$ cat src/rtl/truth_table_sweeper.sv
// Truth-table sweeper: drives {a,b,c} through rows 0..7, samples d after a settle
// delay, and compares the observed table against a latched expected minterm mask.
module truth_table_sweeper #(
    parameter int unsigned SETTLE_CYCLES = 1
) (
    input  logic       clk,
    input  logic       rst,
    input  logic       start,
    input  logic [7:0] expected,
    input  logic       d,
    output logic       a,
    output logic       b,
    output logic       c,
    output logic       busy,
    output logic       done,
    output logic       pass,
    output logic [7:0] captured,
    output logic [7:0] mismatch,
    output logic [2:0] first_fail
);

    localparam int unsigned CNT_W = 8;
    localparam int unsigned ROW_W = 3;
    localparam int unsigned TT_W  = 8;
    localparam logic [CNT_W-1:0] CNT_LAST = CNT_W'(SETTLE_CYCLES - 1);
    localparam logic [ROW_W-1:0] ROW_LAST = ROW_W'(TT_W - 1);

    typedef enum logic [1:0] {
        IDLE   = 2'd0,
        DRIVE  = 2'd1,
        SAMPLE = 2'd2,
        FINISH = 2'd3
    } state_t;

    state_t            state, state_d;
    logic [ROW_W-1:0]  row, row_d;
    logic [CNT_W-1:0]  cnt, cnt_d;
    logic [TT_W-1:0]   exp_q, exp_d;
    logic [TT_W-1:0]   cap_d, mis_d;
    logic              pass_d;
    logic [ROW_W-1:0]  ff_d;
    logic [ROW_W-1:0]  abc_d;
    logic              busy_d, done_d;

    // Index of the lowest set bit; 0 when no bit is set.
    function automatic logic [ROW_W-1:0] lowest_set(input logic [TT_W-1:0] v);
        logic [ROW_W-1:0] idx;
        logic             found;
        idx   = '0;
        found = 1'b0;
        for (int i = 0; i < int'(TT_W); i++) begin
            if (v[i] && !found) begin
                idx   = ROW_W'(i);
                found = 1'b1;
            end
        end
        return idx;
    endfunction

    // Registers: state, sweep bookkeeping and all outputs.
    always_ff @(posedge clk) begin
        if (rst) begin
            state      <= IDLE;
            row        <= '0;
            cnt        <= '0;
            exp_q      <= '0;
            captured   <= '0;
            mismatch   <= '0;
            pass       <= 1'b0;
            first_fail <= '0;
            {a, b, c}  <= '0;
            busy       <= 1'b0;
            done       <= 1'b0;
        end else begin
            state      <= state_d;
            row        <= row_d;
            cnt        <= cnt_d;
            exp_q      <= exp_d;
            captured   <= cap_d;
            mismatch   <= mis_d;
            pass       <= pass_d;
            first_fail <= ff_d;
            {a, b, c}  <= abc_d;
            busy       <= busy_d;
            done       <= done_d;
        end
    end

    // Next-state and next-output logic; results are finalised on the last sample edge.
    always_comb begin
        state_d = state;
        row_d   = row;
        cnt_d   = cnt;
        exp_d   = exp_q;
        cap_d   = captured;
        mis_d   = mismatch;
        pass_d  = pass;
        ff_d    = first_fail;

        case (state)
            IDLE: begin
                if (start) begin
                    state_d = DRIVE;
                    exp_d   = expected;
                    cap_d   = '0;
                    mis_d   = '0;
                    pass_d  = 1'b0;
                    ff_d    = '0;
                    row_d   = '0;
                    cnt_d   = '0;
                end
            end
            DRIVE: begin
                cnt_d = cnt + CNT_W'(1);
                if (cnt == CNT_LAST) begin
                    state_d = SAMPLE;
                end
            end
            SAMPLE: begin
                cap_d[row] = d;
                if (row == ROW_LAST) begin
                    state_d = FINISH;
                    mis_d   = cap_d ^ exp_q;
                    pass_d  = (mis_d == '0);
                    ff_d    = lowest_set(mis_d);
                end else begin
                    state_d = DRIVE;
                    row_d   = row + ROW_W'(1);
                    cnt_d   = '0;
                end
            end
            FINISH: begin
                state_d = IDLE;
            end
            default: begin
                state_d = IDLE;
            end
        endcase

        abc_d  = ((state_d == DRIVE) || (state_d == SAMPLE)) ? row_d : '0;
        busy_d = (state_d != IDLE);
        done_d = (state_d == FINISH);
    end

endmodule

$ cat config.mk
export PLATFORM = sky130hd
export DESIGN_NAME = truth_table_sweeper
export DESIGN_NICKNAME = d
export VERILOG_FILES = /design/src/rtl/truth_table_sweeper.sv
export SDC_FILE = /design/constraint.sdc
export NUM_CORES = 1
export LEC_CHECK = 0
export ABC_CLOCK_PERIOD_IN_PS = 1800
export CAP_MARGIN = 5
export CORE_MARGIN = 2
export CORE_UTILIZATION = 33
export CTS_CLUSTER_SIZE = 10
export DETAILED_ROUTE_END_ITERATION = 6
export PLACE_DENSITY = 0.66
export SLEW_MARGIN = 20
export SYNTH_ARGS = -nofsm -noshare
export SYNTH_HDL_FRONTEND = slang
export SYNTH_SLANG_ARGS = --single-unit
$ cat constraint.sdc
create_clock -name clk -period 1.8 [get_ports clk]
set_clock_uncertainty 0.1 [all_clocks]
set_input_delay 0.18 -clock clk [delete_from_list [all_inputs] [get_ports clk]]
set_output_delay 0.18 -clock clk [all_outputs]
set_load 0.05 [all_outputs]
==> impl_metrics.csv, run 1 <==
group,metric,value,unit
setup_path,end_kind,"register",
setup_path,worst-path-buf-inv,2,
floorplanning,rows,28,
yosys,syn_nets,255,
clock_tree,h-tree-depth,2,
detailed_routing,wl,5570,um
timing,fmax,473,MHz
yosys,async_flop_share,0,%
power,switching_power,0.571,mW
power,total_power,2.40,mW
placement,dp_slack,-284,ps
grt,grtUsageTotal,15.7,%
yosys,synthFlopType,"dfxtp_1",
timing,slew_viol_final,0,
hold_path,hp-class,"in2reg",
setup_path,rrSetupSlack,-310,ps
clock_tree,cts-root-buf,"clkbuf_8",
power,p_int,1.83,mW
setup_path,r2r_cells,9,
power,p_leak,1.35,nW
clock_tree,numCtsBuffers,5,
detailed_routing,drtPass1Iterations,5,
finish,multi_input_area,1290,um^2
power,vdd_ir_drop_max,0.500,mV
finish,design_area,3210,um^2
yosys,syn_area,2060,um^2
finish,num-nets-final,339,
job,cap_violations,0,
timing,timing.final.crit_share,117,%
yosys,synth_seq_cells,46,
clock_tree,cts.clk_slew.worst_paths,90,ps
power,p_clk_share,39.4,%
run_status,status,"complete, but fails checks",
timing,final_hold_viol_count,0,
placement,io_buffer_count,36,
clock_tree,clkSinkCount,46,
grt,grt_overflow,0,
timing,max_slew.worst_pin.slew,497,ps
setup_path,path_common_cell,"ha_4",
grt,antenna_found_initial,0,
power,power_density,748,nW/um^2
setup_path,critPathMaxStageDelay,470,ps
yosys,syn_area_per_cell,8.67,um^2
setup_path,crit_family,"simple AND/OR/NAND/NOR gates",
clock_tree,cts_hold_buf,0,
power,switching_share,23.8,%
yosys,synth-edff-count,0,
placement,place_hpwl,3710,um
yosys,synth_warnings,0,
run_status,violations,"negative setup slack",
power,power_frac_comb,16.4,%
hold_path,min-delay-start,"expected[4]",
placement,placed_area,2740,um^2
setup_path,path_cells,"inv_2 -> ha_4 -> or4b_4 -> nor4_4 -> nor2b_2 -> nor2_4 -> buf_6 -> ha_4 -> and2_1",
finish,final_util,53.6,%
placement,gp_congestion,0.849,
yosys,netlist.area_leader.share,44.6,%
floorplanning,die-area,6900,um^2
setup_path,r2r_end,"a",
finish,drive_above_1_share,39.0,%
timing,fin_hold_ws,316,ps
clock_tree,cts_buffer_depth,2,
hold_path,min_path_cells,3,
finish,diodes,0,
floorplanning,core,5990,um^2
timing,setup_violations,11,
timing,finalWorstSetupSlack,-314,ps
grt,grt_pass1_wl,8770,um
setup_path,start_kind,"register",
yosys,syn_inst,238,
detailed_routing,viasPerCell,4.95,
yosys,synth-seq-area-share,44.6,%
timing,period_needed,2110,ps
power,seqPwrFrac,44.2,%
setup_path,r2r-start,"cnt[0]",
floorplanning,chipWidth,83.1,um
setup_path,crit_fanout,2,
detailed_routing,drcViolationCount,0,
timing,rsz0062_at_grt,"true",
detailed_routing,drt-initial-drc-count,79,
floorplanning,die_h,83.1,um
floorplanning,initial_core_util,34.5,%
yosys,synth_cell_type_count,40,
yosys,netlist_top_cells_area,"dfxtp_1 45%, nor2_1 7.6%, a22oi_1 6.2%, mux2i_1 4.4%, nand2_1 4.0%",
finish,areaGrowthSynthToFinish,55.5,%
setup_path,required,1900,ps
grt,grt_max_degree,15,
grt,grt_pass1_vias,1911,
setup_path,crit_slowest_cell,"or4b_4",
timing,relSlewSlack,66.8,%
clock_tree,tritoncts,"built",
hold_path,min_to,"exp_q[4]",
yosys,yosysTopAreaCell,"dfxtp_1",
detailed_routing,vias,1969,
finish,regArea,927,um^2
floorplanning,pin_count,37,
setup_path,crit_type,"reg2reg",
detailed_routing,wl_per_cell,14.0,um
clock_tree,insertion_delay,300,ps
finish,fillers,553,
setup_path,cp.arrival,2210,ps
detailed_routing,final_antenna_net_count,0,
[final cells by class]
cell class	count	area share, %
Multi-Input combinational cell	176	40.4
Sequential cell	46	28.9
Timing Repair Buffer	89	22.8
Tap cell	75	2.92
Clock buffer	6	2.57
Clock inverter	2	1.87
Inverter	4	0.546
[synth_stat cells, types with 2 or more instances]
library cell / instances
inv_1: 4
xnor2_1: 9
a22oi_1: 17
nand2_1: 22
nand4_1: 2
nor2_1: 42
a21oi_1: 12
clkbuf_1: 8
and2_1: 3
mux2i_1: 9
xor2_1: 5
and3b_1: 2
nor4_1: 2
dfxtp_1: 46
nand3_1: 4
nand2b_1: 4
nor3b_2: 2
o21ai_0: 11
nor2b_1: 7
ha_1: 5
nor3_1: 3
[placed cells by master, fill, tap and decap left out, drive strengths merged, types with 2 or more instances in the layout]
master,instances
xnor2,9
nor3,4
nor3b,3
nor2b,7
nand4,2
nor2,43
and3b,3
inv,4
dfxtp,46
nand3,4
bufinv,2
clkbuf,6
a22oi,17
and2,3
o21ai,11
nand2,22
a21oi,12
nand2b,4
nor4,2
clkdlybuf4s50,18
and3,2
buf,70
xor2,5
mux2i,9
ha,5
[metal layers]
metal / routed length, um / vias to the layer above / share of wire, % / GRT usage [%]
met5: 0 / - / 0 / 0
met1: 2500 / 930 / 45 / 19.2
met4: 95 / 0 / 1.7 / 5.66
met2: 2770 / 47 / 50 / 27.2
li1: - / 982 / - / -
met3: 208 / 10 / 3.7 / 3.38
[per-stage QoR]
stage               setup TNS [ps]  instances
CTS                          -1440        391
global placement             -1410        378
detailed placement           -1900        378
floorplan                     -361        238
finish                       -1750        398
global route                 -3020        398
[power by group through the flow]
stage	clock network (mW)	registers (mW)	logic (mW)
finish	0.946	1.06	0.394
global route	1.01	1.06	0.429
CTS	0.962	1.06	0.321
detailed placement	0	1.08	0.296
global placement	0	1.08	0.291
floorplan	0	1.09	0.152
[logic make-up (layout without fill, tap and decap cells)]
family,count (synthesis),after routing,share of synthesized area (%)
multiplexers,9,9,4.36
flip-flops,46,46,44.6
AO/OA/AOI/OAI,46,46,14.2
XOR/XNOR,14,14,5.94
buffers and inverters,16,101,3.51
adder cells (fa/ha/maj),5,5,3.03
AND/OR/NAND/NOR,102,102,24.4
[worst max path at each step]
stage / from / end / slack [ps] / cells after the start
2_1_floorplan: cnt[0] / a / -110 / 8
3_3_place_gp: d / first_fail[1] / -240 / 6
3_5_place_dp: d / first_fail[1] / -280 / 6
4_1_cts: cnt[1] / c / -250 / 9
5_1_grt: cnt[0] / a / -390 / 9
6_report: cnt[0] / a / -310 / 9
[state kept, by name, indices dropped and copies added, names as in the netlist, 2 cells and up]
name        flops
first_fail      3
exp_q           8
cnt             8
row             3
mismatch        8
state           2
captured        8
[repair_timing]
| action | 4_1_cts | 5_1_grt |
|---|---|---|
| buffers inserted | 5 | 10 |
| endpoints found under the setup margin | 12 | 26 |
| gates resized for setup | 16 | 39 |
| pin swaps | 4 | 9 |
| hold endpoints to repair | 0 | 0 |
| cloned | 0 | 0 |
[tightest hold or removal path, delay by kind of cell]
family,cells,cell delay (ps)
buffers and inverters,1,390
AND/OR/NAND/NOR,1,50
AO/OA/AOI/OAI,1,50
Power figures use the tool's default switching activity.
==> inputs of run 2 (changes only) <==
Settings changed: SETUP_SLACK_MARGIN set to 0.1, SLEW_MARGIN 20 to 10.
==> impl_metrics.csv, run 2 (synthesis gave the netlist of run 1 again) <==
group,metric,value,unit
setup_path,end_kind,"register",
job,cap_violations,0,
setup_path,crit_type,"reg2reg",
power,power_frac_comb,15.9,%
detailed_routing,wl,4890,um
setup_path,rrSetupSlack,-190,ps
clock_tree,tritoncts,"built",
hold_path,min-delay-start,"expected[7]",
floorplanning,core,5990,um^2
floorplanning,initial_core_util,34.5,%
placement,dp_cells,371,
timing,fin_hold_ws,309,ps
clock_tree,cts-root-buf,"clkbuf_8",
setup_path,crit_slowest_cell,"or4b_4",
setup_path,required,1900,ps
power,vdd_ir_drop_max,0.414,mV
timing,period_needed,1990,ps
run_status,status,"complete, but fails checks",
timing,slew_viol_final,0,
finish,final_cell_mix,"51 x buf_4, 40 x nor2_1, 39 x dfxtp_1",
detailed_routing,drt-initial-drc-count,62,
power,p_leak,1.25,nW
setup_path,cp.arrival,2080,ps
finish,drive_above_1_share,31.1,%
detailed_routing,drtPass1Iterations,4,
timing,relSlewSlack,66.5,%
timing,totalNegativeSetupSlack,-748,ps
power,power_density,698,nW/um^2
finish,areaGrowthSynthToFinish,41.5,%
setup_path,start_kind,"register",
floorplanning,rows,28,
timing,rsz0062_at_grt,"true",
grt,grt_pass1_wl,7910,um
floorplanning,pin_count,37,
detailed_routing,vias,1868,
finish,diodes,0,
timing,finalWorstSetupSlack,-188,ps
setup_path,startpoint,"cnt[0]",
placement,io_buffer_count,36,
floorplanning,die_h,83.1,um
finish,num-nets-final,321,
grt,grt_pass1_vias,1674,
run_status,violations,"negative setup slack",
clock_tree,cts_hold_buf,0,
clock_tree,clkSinkCount,46,
timing,fmax,503,MHz
hold_path,hp-class,"in2reg",
finish,final_common_cell,"buf_4",
placement,dp_slack,-233,ps
detailed_routing,final_antenna_net_count,0,
floorplanning,die-area,6900,um^2
power,switching_share,27.7,%
timing,timing.final.crit_share,110,%
placement,gp_congestion,0.833,
clock_tree,cts.clk_slew.worst_paths,100,ps
placement,place_hpwl,3540,um
timing,final_hold_viol_count,0,
grt,grt_overflow,0,
grt,antenna_found_initial,0,
finish,multi_input_area,1200,um^2
detailed_routing,viasPerCell,4.92,
clock_tree,h-tree-depth,2,
power,p_clk_share,32.1,%
clock_tree,numCtsBuffers,5,
timing,setup_violations,8,
setup_path,r2r-start,"cnt[0]",
setup_path,critPathMaxStageDelay,470,ps
finish,fillers,579,
clock_tree,insertion_delay,300,ps
timing,max_slew.worst_pin.slew,502,ps
grt,grt_max_degree,17,
floorplanning,chipWidth,83.1,um
finish,regArea,930,um^2
power,switching_power,0.565,mW
setup_path,crit_fanout,3,
detailed_routing,drcViolationCount,0,
power,p_int,1.47,mW
power,total_power,2.04,mW
setup_path,path_cells,"inv_2 -> ha_2 -> or4b_4 -> nor4_4 -> nor2b_1 -> nor2_2 -> ha_4 -> and2_1",
grt,grtUsageTotal,14.0,%
power,seqPwrFrac,52.0,%
finish,final_cell_count_no_fill,380,
clock_tree,cts_buffer_depth,2,
detailed_routing,wl_per_cell,12.9,um
[run 2: cell count changes in the layout (fill, tap and decap cells not counted), moves of 3 or more]
cell,delta
nor2_4,-3
xnor2_1,+5
xnor2_2,-5
mux2i_1,+3
clkdlybuf4s50_1,-7
dlygate4sd2_1,+5
nor2_1,+5
buf_6,-4
buf_4,-15
dlymetal6s2s_1,+3
[run 2: critical path, delay by kind of cell, from the launching register on]
kind | cells | cell delay, ps
DFF | 1 | 330
buffers and inverters | 1 | 50
and+or+nand+nor | 5 | 1030
adders and majority gates | 2 | 390
[run 2: power by group through the flow]
| stage | registers (mW) | logic (mW) | clock network [mW] |
|---|---|---|---|
| 6_report | 1.06 | 0.324 | 0.655 |
| 5_1_grt | 1.06 | 0.356 | 0.717 |
| 4_1_cts | 1.06 | 0.307 | 0.672 |
| 3_5_place_dp | 1.08 | 0.287 | 0 |
| 3_3_place_gp | 1.08 | 0.284 | 0 |
| 2_1_floorplan | 1.09 | 0.152 | 0 |
[run 2: worst paths after layout]
check,to,cells past startpoint
setup reg to reg,a,8
hold reg to reg,exp_q[1],2
setup / recovery,a,8
hold / removal,exp_q[7],3
[run 2: what timing repair did]
item / CTS / global route
resized for setup: 19 / 14
buffers inserted: 1 / 0
pin swaps: 0 / 1
endpoints found under the setup margin: 32 / 33
[run 2: metrics by stage]
step | instance area (um^2) | util, %
4_1_cts | 2860 | 47.8
2_1_floorplan | 2090 | -
3_3_place_gp | 2700 | 45.1
3_5_place_dp | 2700 | 45.1
5_1_grt | 2920 | 48.7
6_report | 2920 | 48.7
[run 2: per-layer routing]
metal | track usage [%] | wire (um) | share of wire (%) | vias to the layer above
met5 | 0 | 0 | 0 | -
met4 | 3.73 | 46 | 0.94 | 0
met3 | 2.88 | 205 | 4.2 | 4
met2 | 22.7 | 2300 | 47 | 43
met1 | 19.0 | 2350 | 48 | 873
li1 | - | - | - | 948
[run 2: cell type report]
type                            count  area share (%)
Timing Repair Buffer               71            20.1
Clock inverter                      3           0.814
Clock buffer                        5            2.36
Sequential cell                    46            31.8
Inverter                            4           0.514
Multi-Input combinational cell    176            41.2
Tap cell                           75            3.21
